`src/rtl/ecdsa_sign_ctrl_if.sv`:
```
// rtl/ecdsa_sign_ctrl_if.sv - message/signature streams and signing-engine bundle for ecdsa_sign_ctrl
interface ecdsa_sign_ctrl_if;
  logic [255:0] ina_tdata;
  logic         ina_tvalid;
  logic         ina_tready;
  logic [511:0] eng_message;
  logic [255:0] eng_key;
  logic         eng_start;
  logic         eng_busy;
  logic [255:0] eng_sign;
  logic [255:0] outa_tdata;
  logic         outa_tvalid;
  logic         outa_tready;

  modport slave (
    input  ina_tdata, ina_tvalid,
    output ina_tready,
    output eng_message, eng_key, eng_start,
    input  eng_busy, eng_sign,
    output outa_tdata, outa_tvalid,
    input  outa_tready
  );

  modport master (
    output ina_tdata, ina_tvalid,
    input  ina_tready,
    input  eng_message, eng_key, eng_start,
    output eng_busy, eng_sign,
    input  outa_tdata, outa_tvalid,
    output outa_tready
  );
endinterface

```
`src/rtl/ecdsa_sign_ctrl.sv`:
```
// rtl/ecdsa_sign_ctrl.sv - single-job ECDSA signing sequencer with arm/run watchdogs
module ecdsa_sign_ctrl #(
  parameter int ARM_MAX = 16,
  parameter int RUN_MAX = 2**20
) (
  input  logic               clk,
  input  logic               rst,
  ecdsa_sign_ctrl_if.slave   bus,
  input  logic [255:0]       key_in,
  output logic               err_timeout,
  output logic [15:0]        job_count
);

  localparam int WD_MAX = (RUN_MAX > ARM_MAX) ? RUN_MAX : ARM_MAX;
  localparam int WD_W   = $clog2(WD_MAX) + 1;
  localparam logic [WD_W-1:0] ARM_LAST = WD_W'(ARM_MAX - 1);
  localparam logic [WD_W-1:0] RUN_LAST = WD_W'(RUN_MAX - 1);

  typedef enum logic [2:0] {IDLE, LOAD_HI, START, ARM, RUN, OUT} state_t;

  state_t          state, state_nxt;
  logic [WD_W-1:0] wd;
  logic [511:0]    msg_q;
  logic [255:0]    key_q;
  logic [255:0]    sign_q;

  logic load_lo, load_hi, load_key, cap_sign, wd_clr, wd_inc, timeout, deliver;
  logic in_ready, start_pulse, out_valid;

  always_ff @(posedge clk) begin
    if (rst) state <= IDLE;
    else     state <= state_nxt;
  end

  always_comb begin
    state_nxt   = state;
    load_lo     = 1'b0;
    load_hi     = 1'b0;
    load_key    = 1'b0;
    cap_sign    = 1'b0;
    wd_clr      = 1'b0;
    wd_inc      = 1'b0;
    timeout     = 1'b0;
    deliver     = 1'b0;
    in_ready    = 1'b0;
    start_pulse = 1'b0;
    out_valid   = 1'b0;
    case (state)
      IDLE: begin
        in_ready = 1'b1;
        if (bus.ina_tvalid) begin
          load_lo   = 1'b1;
          state_nxt = LOAD_HI;
        end
      end
      LOAD_HI: begin
        in_ready = 1'b1;
        if (bus.ina_tvalid) begin
          load_hi   = 1'b1;
          state_nxt = START;
        end
      end
      START: begin
        start_pulse = 1'b1;
        load_key    = 1'b1;
        wd_clr      = 1'b1;
        state_nxt   = ARM;
      end
      ARM: begin
        // busy wins over an expiring watchdog on the same cycle
        if (bus.eng_busy) begin
          wd_clr    = 1'b1;
          state_nxt = RUN;
        end else if (wd == ARM_LAST) begin
          timeout   = 1'b1;
          state_nxt = IDLE;
        end else begin
          wd_inc = 1'b1;
        end
      end
      RUN: begin
        if (!bus.eng_busy) begin
          cap_sign  = 1'b1;
          state_nxt = OUT;
        end else if (wd == RUN_LAST) begin
          timeout   = 1'b1;
          state_nxt = IDLE;
        end else begin
          wd_inc = 1'b1;
        end
      end
      OUT: begin
        out_valid = 1'b1;
        if (bus.outa_tready) begin
          deliver   = 1'b1;
          state_nxt = IDLE;
        end
      end
      default: state_nxt = IDLE;
    endcase
  end

  always_ff @(posedge clk) begin
    if (rst) begin
      msg_q       <= '0;
      key_q       <= '0;
      sign_q      <= '0;
      wd          <= '0;
      err_timeout <= 1'b0;
      job_count   <= '0;
    end else begin
      err_timeout <= timeout;
      if (load_lo)  msg_q[255:0]   <= bus.ina_tdata;
      if (load_hi)  msg_q[511:256] <= bus.ina_tdata;
      if (load_key) key_q          <= key_in;
      if (cap_sign) sign_q         <= bus.eng_sign;
      if (wd_clr)      wd <= '0;
      else if (wd_inc) wd <= wd + 1'b1;
      if (deliver)  job_count <= job_count + 16'd1;
    end
  end

  assign bus.ina_tready  = in_ready;
  assign bus.eng_start   = start_pulse;
  assign bus.eng_message = msg_q;
  assign bus.eng_key     = key_q;
  assign bus.outa_tdata  = sign_q;
  assign bus.outa_tvalid = out_valid;

endmodule

```
`src/flat_wrapper.sv`:
```
// flat-port wrapper written by rule: the top's interface ports become plain ports
module ecdsa_sign_ctrl_flat 
#(
  parameter int ARM_MAX = 16,
  parameter int RUN_MAX = 2**20
)
  (clk, rst, key_in, err_timeout, job_count, bus_ina_tdata, bus_ina_tvalid, bus_ina_tready, bus_eng_message, bus_eng_key, bus_eng_start, bus_eng_busy, bus_eng_sign, bus_outa_tdata, bus_outa_tvalid, bus_outa_tready);
  ecdsa_sign_ctrl_if bus_i ();
  input  logic clk;
  input  logic rst;
  input  logic [255:0] key_in;
  output logic err_timeout;
  output logic [15:0] job_count;
  input wire logic [$bits(bus_i.ina_tdata)-1:0] bus_ina_tdata;
  input wire logic [$bits(bus_i.ina_tvalid)-1:0] bus_ina_tvalid;
  output wire logic [$bits(bus_i.ina_tready)-1:0] bus_ina_tready;
  output wire logic [$bits(bus_i.eng_message)-1:0] bus_eng_message;
  output wire logic [$bits(bus_i.eng_key)-1:0] bus_eng_key;
  output wire logic [$bits(bus_i.eng_start)-1:0] bus_eng_start;
  input wire logic [$bits(bus_i.eng_busy)-1:0] bus_eng_busy;
  input wire logic [$bits(bus_i.eng_sign)-1:0] bus_eng_sign;
  output wire logic [$bits(bus_i.outa_tdata)-1:0] bus_outa_tdata;
  output wire logic [$bits(bus_i.outa_tvalid)-1:0] bus_outa_tvalid;
  input wire logic [$bits(bus_i.outa_tready)-1:0] bus_outa_tready;
  assign bus_i.ina_tdata = bus_ina_tdata;
  assign bus_i.ina_tvalid = bus_ina_tvalid;
  assign bus_ina_tready = bus_i.ina_tready;
  assign bus_eng_message = bus_i.eng_message;
  assign bus_eng_key = bus_i.eng_key;
  assign bus_eng_start = bus_i.eng_start;
  assign bus_i.eng_busy = bus_eng_busy;
  assign bus_i.eng_sign = bus_eng_sign;
  assign bus_outa_tdata = bus_i.outa_tdata;
  assign bus_outa_tvalid = bus_i.outa_tvalid;
  assign bus_i.outa_tready = bus_outa_tready;
  ecdsa_sign_ctrl #(.ARM_MAX(ARM_MAX), .RUN_MAX(RUN_MAX)) u_core (.clk(clk), .rst(rst), .bus(bus_i), .key_in(key_in), .err_timeout(err_timeout), .job_count(job_count));
endmodule
```
`config.mk`:
```
export PLATFORM = sky130hd
export DESIGN_NAME = ecdsa_sign_ctrl_flat
export DESIGN_NICKNAME = d
export VERILOG_FILES = /design/src/rtl/ecdsa_sign_ctrl_if.sv /design/src/rtl/ecdsa_sign_ctrl.sv /design/src/flat_wrapper.sv
export SDC_FILE = /design/constraint.sdc
export NUM_CORES = 2
export LEC_CHECK = 0
export BUFFER_PORTS_ARGS = -buffer_cell sky130_fd_sc_hd__buf_2
export CAP_MARGIN = 10
export CORE_AREA = 2 2 716 718
export CTS_CLUSTER_SIZE = 25
export DETAILED_ROUTE_END_ITERATION = 7
export DIE_AREA = 0 0 718 720
export GPL_ROUTABILITY_DRIVEN = 0
export GPL_TIMING_DRIVEN = 0
export PLACE_DENSITY_LB_ADDON = 0.2
export SKIP_LAST_GASP = 1
export SLEW_MARGIN = 25
export SYNTH_ARGS = -nofsm -noshare
export SYNTH_HDL_FRONTEND = slang
export SYNTH_SLANG_ARGS = --single-unit
```
`constraint.sdc`:
```
create_clock -name clk -period 3.8 [get_ports clk]
set_input_delay 0.38 -clock clk [delete_from_list [all_inputs] [get_ports clk]]
set_output_delay 0.38 -clock clk [all_outputs]
set_load 0.02 [all_outputs]
```
==> results.yml <==
worst_setup_path:
  r2r_start: "u_core.state[1]$_SDFFE_PP0P_"
  crit_arrival_ns: 3.21
  ff2ff_setup_slack_ns: 0.39
  end_kind: "primary output"
  crit_path_end: "bus_eng_start"
  cp.required_ns: 3.42
  startpoint_type: "flip-flop"
  worstRegToRegCells: 10
  regToRegEndpoint: "u_core.bus.eng_key[218]$_SDFFE_PP0P_"
  critPathKind: "flip-flop to primary output"
  crit_path_start: "u_core.state[1]$_SDFFE_PP0P_"
  crit_path_max_fanout: 10
yosys:
  synth_cell_type_count: 42
  synth_nets: 5482
  synthTopCellsByArea: "dfxtp_1, nand2_1, a21oi_1, clkbuf_1, mux2i_1"
  synth_top_area_share_pct: 57.9
  yosysWarnings: 0
  synth_top_cell_by_area: "dfxtp_1"
  yosysSeqAreaShare_pct: 57.9
  synthMostInstantiatedCell: "nand2_1"
  async_flop_share_pct: 0
  synth_edf_count: 0
  ys_ff_latch: 1065
  ys.flop_type: "dfxtp_1"
  synth.top_cells.by_count: "nand2_1, dfxtp_1, a21oi_1"
  synth.cell_area_um2: 36800
  syn-instance-count: 4707
  avgSynthCellArea_um2: 7.82
clock_network:
  cts_tree: "yes"
  insertion_delay_ns: 0.83
  cts-buffers-inserted: 154
  h-tree-depth: 4
  cts_buffer_depth: 4
  cts-root-buf: "clkbuf_16"
  post_cts_buffers: 0
  clk_pin_slew_worst_paths_ns: 0.06
  cts_sinks: 1065
pwr:
  p_per_area_nw_per_um2: 483
  leakage_nw: 26.9
  peakVddDrop_mv: 0.267
timing:
  max-slew-margin-rel_pct: 25.2
  finalHoldViolCount: 0
  fmax_mhz: 279
  holdWs_ns: 0.143
  setup_viol: 0
  worst_clock_skew_ns: 0.0465
  setup_tns_ns: 0
  fin_crit_ns: 3.59
  tightest_slew_ns: 1.12
  fin_crit_sh_pct: 94.3
  rsz0062_at_grt: "true"
  maxSlewViolCount: 0
grt:
  grt_pass1_vias: 44400
  grt_usage_pct: 15.5
  grt_max_degree: 20
  gr-total-overflow: 0
  antenna_found_initial: 367
  grt_first_pass_wirelength_um: 520000
drt:
  ant_nets: 0
  via_per_inst: 3.19
  avgRoutedWirePerCell_um: 29.1
  vias: 45900
  first_pass_iters: 5
  wl_um: 419000
  drt_iter0_drc: 3431
  drc: 0
placement:
  portBuffers: 1816
  place_area_um2: 54800
  hpwl_um: 367000
floorplanning:
  dieHeight_um: 720
  core_area_um2: 508000
  dieWidth_um: 718
  start_util_pct: 7.24
  fp.dieArea_um2: 517000
  rows: 262
  io_pins: 1817
outcome:
  status: "finished, final reports clean"
job:
  maxCapViolCount: 0
final_layout:
  final_cell_area_um2: 67700
  fin_util_pct: 13.3
  final_layout_size_suffix_gt1_share_pct: 28.2
  nNetsFinal: 8234
  syn_to_final_growth_pct: 84.0
worst_hold_path:
  worstHoldPathType: "primary input to flip-flop"
==> where the power goes <==
group / internal, mW / total, mW / switching (mW)
Combinational: 1.74 / 5.80 / 4.07
Sequential: 11.7 / 12.1 / 0.340
Clock: 8.51 / 14.8 / 6.33
==> worst min-delay path by stage <==
stage,from,end,cells after the start
after detailed placement,u_core.bus.eng_key[178]$_SDFFE_PP0P_,u_core.bus.eng_key[178]$_SDFFE_PP0P_,2
after global placement,u_core.bus.eng_message[479]$_SDFFE_PP0P_,u_core.bus.eng_message[479]$_SDFFE_PP0P_,2
after floorplan,u_core.wd[7]$_SDFFE_PP0P_,u_core.wd[7]$_SDFFE_PP0P_,2
final,bus_ina_tvalid,u_core.state[1]$_SDFFE_PP0P_,4
after global routing,key_in[247],u_core.bus.eng_key[247]$_SDFFE_PP0P_,3
after CTS,key_in[247],u_core.bus.eng_key[247]$_SDFFE_PP0P_,3
==> metal layers <==
layer / GRT usage (%) / up-vias / share of wire (%)
met5: 0 / - / 0.21
met4: 4.54 / 136 / 3.6
met3: 5.72 / 730 / 9.5
met2: 25.1 / 2212 / 45
met1: 19.1 / 22000 / 42
li1: - / 20900 / -
==> layout make-up <==
class                   count  area (um2)
multi-input cells        3284       14100
clock inverters            50         598
well taps                6732        8420
repair buffers           2599       17200
fillers                 59100      441000
inverters                   4        17.5
plain buffers             351        1410
diodes                    100         250
flip-flops and latches   1065       21300
clock buffers             213        4380
==> placed cells by master (no fill, tap or decap), types with 20 or more instances in the layout <==
cell type / n
nand2b_1: 20
nor2_1: 23
clkbuf_8: 30
a21oi_1: 1039
clkbuf_1: 304
clkbuf_16: 154
mux2i_1: 20
buf_2: 1822
nand2_1: 2087
diode_2: 100
dlygate4sd3_1: 765
clkbuf_2: 47
dfxtp_1: 1065
==> worst max-delay path, stage by stage (launching register included) <==
cell and delay [ns]:
dfxtp_1 0.30, clkbuf_1 0.30, nor2b_1 0.30, nand2b_2 0.19, clkbuf_2 0.17, buf_12 0.15, inv_4 0.26, clkbuf_4 0.38
buf_2 0.23
==> logic make-up after synthesis <==
kind of cell               count (synthesis)  synth area share (%)
AOI/OAI and AO/OA                       1062                  14.6
DFF                                     1065                  57.9
buffers and inverters                    358                  3.67
and+or+nand+nor                         2186                  22.9
xor gates and xnor gates                  14                 0.333
adders and majority gates                  2                0.0680
muxes                                     20                 0.544
==> repair_timing <==
action,in CTS,in global routing
pin swaps,0,0
setup endpoints to repair,34,29
hold buffers,765,0
endpoints found under the hold margin,1023,0
gates resized for setup,1,15
==> metrics by stage <==
step | setup slack, ns | cells | total power, mW
after CTS | -0.590 | 14300 | 33.5
after global routing | -0.0349 | 14300 | 34.1
after floorplan | 1.76 | 4707 | 14.2
after detailed placement | -0.602 | 13300 | 17.3
after global placement | -1.96 | 13300 | 17.2
final | 0.215 | 14400 | 32.7
==> state kept, by name, indices dropped and copies added (netlist names) <==
name / flops
u_core.bus.eng_key: 256
u_core.bus.eng_message: 512
u_core.bus.outa_tdata: 256
u_core.err_timeout: 1
u_core.job_count: 16
u_core.state: 3
u_core.wd: 21
No activity file was read; power rests on OpenSTA's default activity.
